--- src/rtl/ksa_gen.sv ---
// RC4 key-scheduling engine driving a single-port S-box RAM with a registered read address.
// Optionally identity-fills the S-box, then runs one fixed 6-cycle swap per entry.
module ksa_gen #(
   parameter int ADDR_W  = 8,
   parameter int KEY_LEN = 3,
   parameter int DO_INIT = 1
) (
   input  logic                   clk,
   input  logic                   rst_n,
   input  logic                   en,
   output logic                   rdy,
   input  logic [8*KEY_LEN-1:0]   key,
   output logic [ADDR_W-1:0]      addr,
   input  logic [ADDR_W-1:0]      rddata,
   output logic [ADDR_W-1:0]      wrdata,
   output logic                   wren
);

   localparam int KI_W = (KEY_LEN > 1) ? $clog2(KEY_LEN) : 1;

   typedef enum logic [2:0] {
      S_IDLE, S_INIT, S_RD_I, S_WT_I, S_RD_J, S_WT_J, S_WR_I, S_WR_J
   } state_t;

   state_t                 state_q;
   logic                   rdy_q;
   logic                   wren_q;
   logic [ADDR_W-1:0]      addr_q;
   logic [ADDR_W-1:0]      wrdata_q;
   logic [ADDR_W-1:0]      i_q;
   logic [ADDR_W-1:0]      j_q;
   logic [ADDR_W-1:0]      si_q;
   logic [KI_W-1:0]        kidx_q;
   logic [8*KEY_LEN-1:0]   key_q;

   logic [7:0]             key_bytes [KEY_LEN];
   logic [7:0]             kbyte;
   logic [ADDR_W-1:0]      kb;
   logic [ADDR_W-1:0]      i_d;
   logic [ADDR_W-1:0]      j_d;
   logic                   i_last;
   logic                   kidx_last;

   // Byte 0 of the key sits in the most significant byte of the vector.
   generate
      for (genvar gi = 0; gi < KEY_LEN; gi++) begin : g_key_byte
         assign key_bytes[gi] = key_q[8*(KEY_LEN-1-gi) +: 8];
      end
   endgenerate

   assign kbyte     = key_bytes[kidx_q];
   assign kb        = kbyte[ADDR_W-1:0];
   assign i_d       = i_q + ADDR_W'(1);
   assign j_d       = j_q + rddata + kb;
   assign i_last    = (i_q == '1);
   assign kidx_last = (kidx_q == KI_W'(KEY_LEN-1));

   assign rdy    = rdy_q;
   assign wren   = wren_q;
   assign addr   = addr_q;
   assign wrdata = wrdata_q;

   // State names the memory operation being driven during the current cycle;
   // each transition registers the outputs for the next one.
   always_ff @(posedge clk or negedge rst_n) begin
      if (!rst_n) begin
         state_q  <= S_IDLE;
         rdy_q    <= 1'b1;
         wren_q   <= 1'b0;
         addr_q   <= '0;
         wrdata_q <= '0;
         i_q      <= '0;
         j_q      <= '0;
         si_q     <= '0;
         kidx_q   <= '0;
         key_q    <= '0;
      end else begin
         case (state_q)
            S_IDLE: begin
               if (en) begin
                  key_q    <= key;
                  i_q      <= '0;
                  j_q      <= '0;
                  kidx_q   <= '0;
                  rdy_q    <= 1'b0;
                  addr_q   <= '0;
                  wrdata_q <= '0;
                  if (DO_INIT != 0) begin
                     wren_q  <= 1'b1;
                     state_q <= S_INIT;
                  end else begin
                     wren_q  <= 1'b0;
                     state_q <= S_RD_I;
                  end
               end
            end
            S_INIT: begin
               if (i_last) begin
                  i_q     <= '0;
                  addr_q  <= '0;
                  wren_q  <= 1'b0;
                  state_q <= S_RD_I;
               end else begin
                  i_q      <= i_d;
                  addr_q   <= i_d;
                  wrdata_q <= i_d;
               end
            end
            S_RD_I: state_q <= S_WT_I;
            S_WT_I: begin
               si_q    <= rddata;
               j_q     <= j_d;
               addr_q  <= j_d;
               state_q <= S_RD_J;
            end
            S_RD_J: state_q <= S_WT_J;
            S_WT_J: begin
               addr_q   <= i_q;
               wrdata_q <= rddata;
               wren_q   <= 1'b1;
               state_q  <= S_WR_I;
            end
            S_WR_I: begin
               addr_q   <= j_q;
               wrdata_q <= si_q;
               state_q  <= S_WR_J;
            end
            S_WR_J: begin
               wren_q <= 1'b0;
               if (i_last) begin
                  addr_q  <= '0;
                  rdy_q   <= 1'b1;
                  state_q <= S_IDLE;
               end else begin
                  i_q     <= i_d;
                  kidx_q  <= kidx_last ? '0 : kidx_q + KI_W'(1);
                  addr_q  <= i_d;
                  state_q <= S_RD_I;
               end
            end
            default: state_q <= S_IDLE;
         endcase
      end
   end

endmodule
--- config.mk ---
export PLATFORM = sky130hd
export DESIGN_NAME = ksa_gen
export DESIGN_NICKNAME = d
export VERILOG_FILES = /design/src/rtl/ksa_gen.sv
export SDC_FILE = /design/constraint.sdc
export NUM_CORES = 1
export LEC_CHECK = 0
export ABC_AREA = 1
export CORE_MARGIN = 2
export CORE_UTILIZATION = 55
export CTS_CLUSTER_SIZE = 14
export DETAILED_ROUTE_END_ITERATION = 7
export GPL_TIMING_DRIVEN = 0
export PLACE_DENSITY = 0.8
export SLEW_MARGIN = 0
export SYNTH_ARGS = -nofsm -noshare
export SYNTH_HDL_FRONTEND = slang
export SYNTH_SLANG_ARGS = --single-unit
--- constraint.sdc ---
create_clock -name clk -period 3.7 [get_ports clk]
set_input_delay 0.74 -clock clk [delete_from_list [all_inputs] [get_ports clk]]
set_output_delay 0.74 -clock clk [all_outputs]
set_load 0.01 [all_outputs]
==> impl_metrics.csv, run 1 <==
group,metric,value,unit
clocking,cts.reportedPaths.clkPinSlew,80,ps
critical_path,ff2ff_path_depth,14,
flow_run,max_cap_viol_count,0,
synthesis,mappedNetlistNets,535,
min_path,min-delay-path-class,"reg -> reg",
die,effective_utilization_at_floorplan,56.80,%
critical_path,timing.critical_path.slowest_stage_cell,"sky130_fd_sc_hd__fa_1",
detailed_routing,drt_iter0_markers,255,
layout,most_common_cell_after_layout_fill_and_taps_aside,"sky130_fd_sc_hd__nand2_1",
global_route,grt_pass1_wl,15410,um
clocking,cell_chosen_for_the_clock_root,"sky130_fd_sc_hd__clkbuf_8",
place,port_buffers,52,
critical_path,slowest_delay,500,ps
die,boundaryPins,53,
synthesis,yosysSeqAreaShare,46.33,%
sta,fmax,317.4,MHz
place,dp.final_hpwl,7069,um
synthesis,postSynthCellCount,485,
die,dieWidth,87.53,um
critical_path,timing.critical_path.fanout_max,7,
detailed_routing,mean_number_of_vias_per_cell,5.398,
die,num_rows,30,
synthesis,post-synth-top-area-cell,"sky130_fd_sc_hd__dfrtp_1",
place,globalplace.congestion,0.9145,
clocking,cts_hold_repair.buffers,0,
synthesis,postSynthAreaPerCell,7.912,sq um
detailed_routing,antenna_violating_nets_post_route,0,
detailed_routing,drcViolationCount,0,
layout,commonest_cells_after_routing_fill_and_taps_aside,"sky130_fd_sc_hd__nand2_1 (204), sky130_fd_sc_hd__dfrtp_1 (70), sky130_fd_sc_hd__clkdlybuf4s50_1 (51), sky130_fd_sc_hd__inv_1 (41), sky130_fd_sc_hd__nand3_1 (36)",
global_route,aggregate_global_routing_overflow,0,
sta,finalHoldViolCount,0,
detailed_routing,postRouteWirelength,9329,um
sta,tightestPinTransition,892.5,ps
die,floorplan.core_area,6756,sq um
layout,flow.area_growth_from_synthesis,20.25,%
critical_path,path_class,"reg -> reg",
power,leakage_power,0.002381,uW
critical_path,worstPathCellList,"inv_1 -> nor2_1 -> a22o_1 -> a21oi_1 -> fa_1 -> inv_1 -> ha_1 -> fa_1 -> nor2_1 -> nor2_1 -> nand2_1 -> o21ai_0 -> a21oi_1 -> nand3_1",
critical_path,cp-start-kind,"flip-flop",
sta,post_route_worst_setup_slack,549.0,ps
global_route,antenna_violations_before_repair,0,
synthesis,yosysTopAreaCellShare,45.65,%
die,floorplan.die_area,7662,sq um
status,status,"finished, final reports clean",
synthesis,yosysWarnings,0,
layout,nFillCells,554,
sta,final_min_period_over_clock_period,85.16,%
global_route,pin_count_of_the_biggest_net_entering_global_routing,72,
critical_path,critical_path_arrival,3380,ps
sta,finalCriticalPeriod,3151,ps
power,power.total,1894,uW
clocking,insertion_delay,340,ps
clocking,tritoncts,"yes",
detailed_routing,vias,3417,
min_path,whs_path_depth,2,
synthesis,ys_types,36,
sta,slew-limit-headroom,40.50,%
synthesis,synth_area,3837,sq um
detailed_routing,firstDrtPassIters,5,
detailed_routing,routed_wire_length_per_instance,14.74,um
layout,layout-drive-gt1-share,9.584,%
clocking,cts-buffers-inserted,9,
sta,rsz0062_at_grt,"false",
die,die_h,87.53,um
layout,num-nets-final,598,
global_route,grt_pass1_vias,3248,
clocking,clock-sinks,71,
power,worst_ir_drop_vdd,0.0002124,V
sta,maxSlewViolCount,0,
critical_path,crit_required,3930,ps
power,power_per_cell_area,410.5,nW/um^2
clocking,cts_max_level,3,
synthesis,synth-main-ff-cell,"sky130_fd_sc_hd__dfrtp_1",
global_route,total_routing_resource_utilization_after_global_routing,26.12,%
synthesis,postSynthRegisterBits,71,
synthesis,synth.area.top_cells,"sky130_fd_sc_hd__dfrtp_1 (46%), sky130_fd_sc_hd__nand2_1 (20%), sky130_fd_sc_hd__nand3_1 (4.7%)",
place,dp_worst_slack,363.1,ps
synthesis,number_of_flops_mapped_to_enable_cells_by_yosys,0,
critical_path,cp-end-kind,"flip-flop",
clocking,cts_max_path_buffers,2,
layout,n_antenna_cell,0,
synthesis,postSynth.asyncResetShare,100.0,%
critical_path,critical-path-top-cell-by-count,"sky130_fd_sc_hd__nor2_1",
clocking,cts.repair_timing.setup_buffer_count,0,
clocking,cts_resized,0,
sta,setup_viol,0,
sta,finalClockSkew,10.68,ps
[critical path, delay by kind of cell (launching register included)]
family	cells	cell delay [ps]
adder cells (fa/ha/maj)	3	1200
flip-flops	1	420
AO/OA/AOI/OAI	4	570
AND/OR/NAND/NOR	5	700
buffers and inverters	2	130
[cell type report]
cell class	instances	area, sq um	share of cell area, %
clock buffer	11	131.4	2.847
sequential	71	1778	38.53
inverter	52	195.2	4.230
tap	80	100.1	2.169
clock inverter	5	27.53	0.5965
multi-input combinational	352	1802	39.05
timing repair buffer	52	518.0	11.23
buffer	10	62.56	1.356
[synth_stat cells, drive strengths merged, types with 2 or more instances]
cell type	n
o211ai	3
nor2	18
nand3	37
o22ai	8
dfrtp	70
fa	8
ha	7
inv	52
xor2	4
a21oi	15
o21ai	28
nand2	208
or2	2
nand4	5
buf	10
nor3	2
[layer usage]
metal	vias up	track usage [%]	wire (um)
met5	-	0	0
met3	18	3.393	491
met1	1614	35.01	3997
li1	1669	-	-
met2	116	43.80	4616
met4	0	9.510	223
[logic make-up (layout without fill, tap and decap cells)]
family / after synthesis / after routing / share of synthesized area [%]
simple gates: 273 / 273 / 30.22
flops: 71 / 71 / 46.33
compound gates: 60 / 60 / 9.358
fa+ha+maj: 15 / 15 / 6.456
xor+xnor: 4 / 4 / 0.9129
buf+inv: 62 / 130 / 6.717
[final timing paths]
kind	startpoint	to	slack, ps
worst max-delay path	kidx_q[1]$_DFFE_PN0P_	addr[3]$_DFFE_PN0P_	550
worst min-delay path	si_q[0]$_DFFE_PN0P_	si_q[0]$_DFFE_PN0P_	480
worst max register to register	kidx_q[1]$_DFFE_PN0P_	addr[3]$_DFFE_PN0P_	550
max in group asynchronous	rst_n	addr[1]$_DFFE_PN0P_	2600
worst min register to register	si_q[0]$_DFFE_PN0P_	si_q[0]$_DFFE_PN0P_	480
min in group asynchronous	rst_n	wrdata[4]$_DFFE_PN0P_	500
[flip-flops by register name (all words and copies together) (netlist names)]
register,cells
addr,8
i_q,8
j_q,8
key_bytes,24
kidx_q,2
rdy,1
si_q,8
state_q,3
wrdata,8
wren,1
[through the flow]
stage	setup TNS, ps	hold slack (ps)	instances	instance area (sq um)	util (%)
finish	0	475.8	633	4614	68.30
global route	0	498.6	633	4614	68.30
CTS	0	476.7	633	4614	68.30
detailed placement	0	458.9	617	4456	65.94
global placement	-31210	451.6	617	4458	65.98
floorplan	0	442.2	485	3837	-
[power breakdown]
part | internal, uW | total, uW | switching, uW
combinational | 204 | 488 | 284
clock | 239 | 534 | 294
sequential | 828 | 873 | 44.3
total | 1270 | 1890 | 622
(Power assumes the default switching activity.)
==> inputs of run 2 (changes only) <==
SLEW_MARGIN = 30   (was 0)
==> impl_metrics.csv, run 2 (synthesis results as in run 1) <==
group,metric,value,unit
layout,nFillCells,537,
detailed_routing,routed_wire_length_per_instance,15.29,um
clocking,cts.reportedPaths.clkPinSlew,80,ps
detailed_routing,firstDrtPassIters,5,
die,dieWidth,87.53,um
die,floorplan.die_area,7662,sq um
place,placedCellCount,618,
die,boundaryPins,53,
sta,slew-limit-headroom,60.79,%
detailed_routing,routed-wl-met2,4894,um
clocking,cts.repair_timing.setup_buffer_count,0,
place,dp.final_hpwl,7205,um
global_route,grt_pass1_vias,3352,
sta,finalClockSkew,11.42,ps
place,globalplace.congestion,0.9145,
clocking,cts_hold_repair.buffers,0,
critical_path,critical_path_arrival,3430,ps
detailed_routing,mean_number_of_vias_per_cell,5.470,
power,leakage_power,0.002442,uW
power,power.sequential.fraction,39.5,%
sta,setup_viol,0,
sta,final_min_period_over_clock_period,86.36,%
layout,num-nets-final,599,
power,power_per_cell_area,466.1,nW/um^2
die,floorplan.core_area,6756,sq um
sta,finalCriticalPeriod,3195,ps
global_route,pin_count_of_the_biggest_net_entering_global_routing,38,
status,status,"finished, final reports clean",
detailed_routing,vias,3468,
detailed_routing,drt_iter0_markers,318,
clocking,insertion_delay,350,ps
layout,most_common_cell_after_layout_fill_and_taps_aside,"sky130_fd_sc_hd__nand2_1",
critical_path,path_class,"reg -> reg",
global_route,antenna_violations_before_repair,0,
detailed_routing,antenna_violating_nets_post_route,0,
layout,multi_input_comb_area,1802,sq um
die,effective_utilization_at_floorplan,56.80,%
die,die_h,87.53,um
die,num_rows,30,
power,intPower,1573,uW
layout,flow.area_growth_from_synthesis,23.67,%
clocking,cts_max_path_buffers,2,
clocking,cts-buffers-inserted,9,
clocking,cell_chosen_for_the_clock_root,"sky130_fd_sc_hd__clkbuf_8",
detailed_routing,drcViolationCount,0,
global_route,grt_pass1_wl,15950,um
power,combinationalPowerShare,22.6,%
power,power_frac_clock,38.0,%
layout,largest_register_ffs,24,
sta,fmax,312.9,MHz
sta,finalHoldViolCount,0,
detailed_routing,detail_route.wirelength.met1,3993,um
clocking,clock-sinks,71,
place,port_buffers,52,
power,power.total,2212,uW
layout,commonest_cells_after_routing_fill_and_taps_aside,"sky130_fd_sc_hd__nand2_1 (204), sky130_fd_sc_hd__dfrtp_1 (70), sky130_fd_sc_hd__clkdlybuf4s50_1 (51), sky130_fd_sc_hd__inv_1 (41), sky130_fd_sc_hd__nand3_1 (36)",
detailed_routing,postRouteWirelength,9696,um
layout,finalInstanceArea,4746,sq um
sta,rsz0062_at_grt,"false",
place,place_area,4476,sq um
power,power.switching,639.0,uW
sta,maxSlewViolCount,0,
global_route,total_routing_resource_utilization_after_global_routing,27.47,%
min_path,min-delay-path-class,"in -> async",
power,power.switching_fraction,28.89,%
global_route,aggregate_global_routing_overflow,0,
layout,final-seq-area,1778,sq um
clocking,cts_max_level,3,
critical_path,crit_required,3930,ps
critical_path,timing.critical_path.fanout_max,7,
detailed_routing,met3_wirelength,589,um
flow_run,max_cap_viol_count,0,
layout,layout-drive-gt1-share,9.928,%
critical_path,cp-end-kind,"flip-flop",
power,worst_ir_drop_vdd,0.0003051,V
clocking,tritoncts,"yes",
critical_path,reg2reg_setup_slack,500,ps
critical_path,cp-start-kind,"flip-flop",
detailed_routing,dr.max_layer_used,"met4",
layout,n_antenna_cell,0,
sta,tightestPinTransition,586.0,ps
clocking,cts_resized,0,
layout,non_filler_instance_count_after_layout,634,
run 2: cell count changes in the layout (fill, tap and decap cells not counted):
cell and change:
sky130_fd_sc_hd__buf_12 +1, sky130_fd_sc_hd__clkinv_2 -4, sky130_fd_sc_hd__clkinvlp_4 -1, sky130_fd_sc_hd__bufinv_16 +4, sky130_fd_sc_hd__clkinv_4 +1, sky130_fd_sc_hd__clkbuf_8 +1, sky130_fd_sc_hd__clkbuf_1 -1
run 2: metrics by stage:
stage | util [%] | setup TNS [ps] | hold slack (ps) | worst slack (ps)
finish | 70.24 | 0 | 337.0 | 504.6
global route | 70.24 | 0 | 378.2 | 223.0
CTS | 70.24 | 0 | 356.5 | 544.6
detailed placement | 66.24 | 0 | 460.7 | 357.2
global placement | 65.98 | -31210 | 451.6 | -449.2
floorplan | - | 0 | 442.2 | 1052
run 2: critical path, stage by stage, from the launching register on:
cell                      delay, ps
sky130_fd_sc_hd__dfrtp_1        420
sky130_fd_sc_hd__inv_1           80
sky130_fd_sc_hd__nor2_1         390
sky130_fd_sc_hd__a22o_1         260
sky130_fd_sc_hd__a21oi_1         60
sky130_fd_sc_hd__fa_1           510
sky130_fd_sc_hd__inv_1           50
sky130_fd_sc_hd__ha_1           270
sky130_fd_sc_hd__fa_1           460
sky130_fd_sc_hd__nor2_1         110
sky130_fd_sc_hd__nor2_1          50
sky130_fd_sc_hd__nand2_1         80
sky130_fd_sc_hd__o21ai_0         80
sky130_fd_sc_hd__a21oi_1        170
sky130_fd_sc_hd__nand3_1         90
run 2: power groups by stage:
stage / clock network [uW] / registers (uW) / logic (uW)
finish: 840 / 873 / 499
global route: 872 / 881 / 572
CTS: 840 / 873 / 494
detailed placement: 0 / 888 / 485
global placement: 0 / 883 / 455
floorplan: 0 / 879 / 331
run 2: area by class of cell:
| type | count | area share [%] |
|---|---|---|
| Sequential cell | 71 | 37.46 |
| Clock inverter | 5 | 2.716 |
| Inverter | 52 | 4.113 |
| Tap cell | 80 | 2.109 |
| Clock buffer | 11 | 2.979 |
| Timing Repair Buffer | 53 | 11.34 |
| Buffer | 10 | 1.318 |
| Multi-Input combinational cell | 352 | 37.96 |
run 2: worst paths after layout:
kind | from | endpoint | cells after the start
setup reg to reg | kidx_q[1]$_DFFE_PN0P_ | addr[3]$_DFFE_PN0P_ | 14
max in group asynchronous | rst_n | j_q[4]$_DFFE_PN0P_ | 2
hold / removal | rst_n | state_q[0]$_DFFE_PN0P_ | 1
min in group clk | rdy$_DFFE_PN1P_ | rdy$_DFFE_PN1P_ | 2
setup / recovery | kidx_q[1]$_DFFE_PN0P_ | addr[3]$_DFFE_PN0P_ | 14
hold reg to reg | rdy$_DFFE_PN1P_ | rdy$_DFFE_PN1P_ | 2
run 2: per-layer routing:
| metal | vias to the layer above | global-route usage (%) |
|---|---|---|
| met3 | 19 | 5.655 |
| met1 | 1659 | 34.68 |
| met4 | 0 | 9.231 |
| met5 | - | 0 |
| li1 | 1674 | - |
| met2 | 116 | 47.31 |
==> inputs of run 3 (changes only) <==
HOLD_SLACK_MARGIN = 0.02   (was not set)
==> results of run 3 <==
Same layout as run 2: the final DEF is identical, and so are final timing and power.
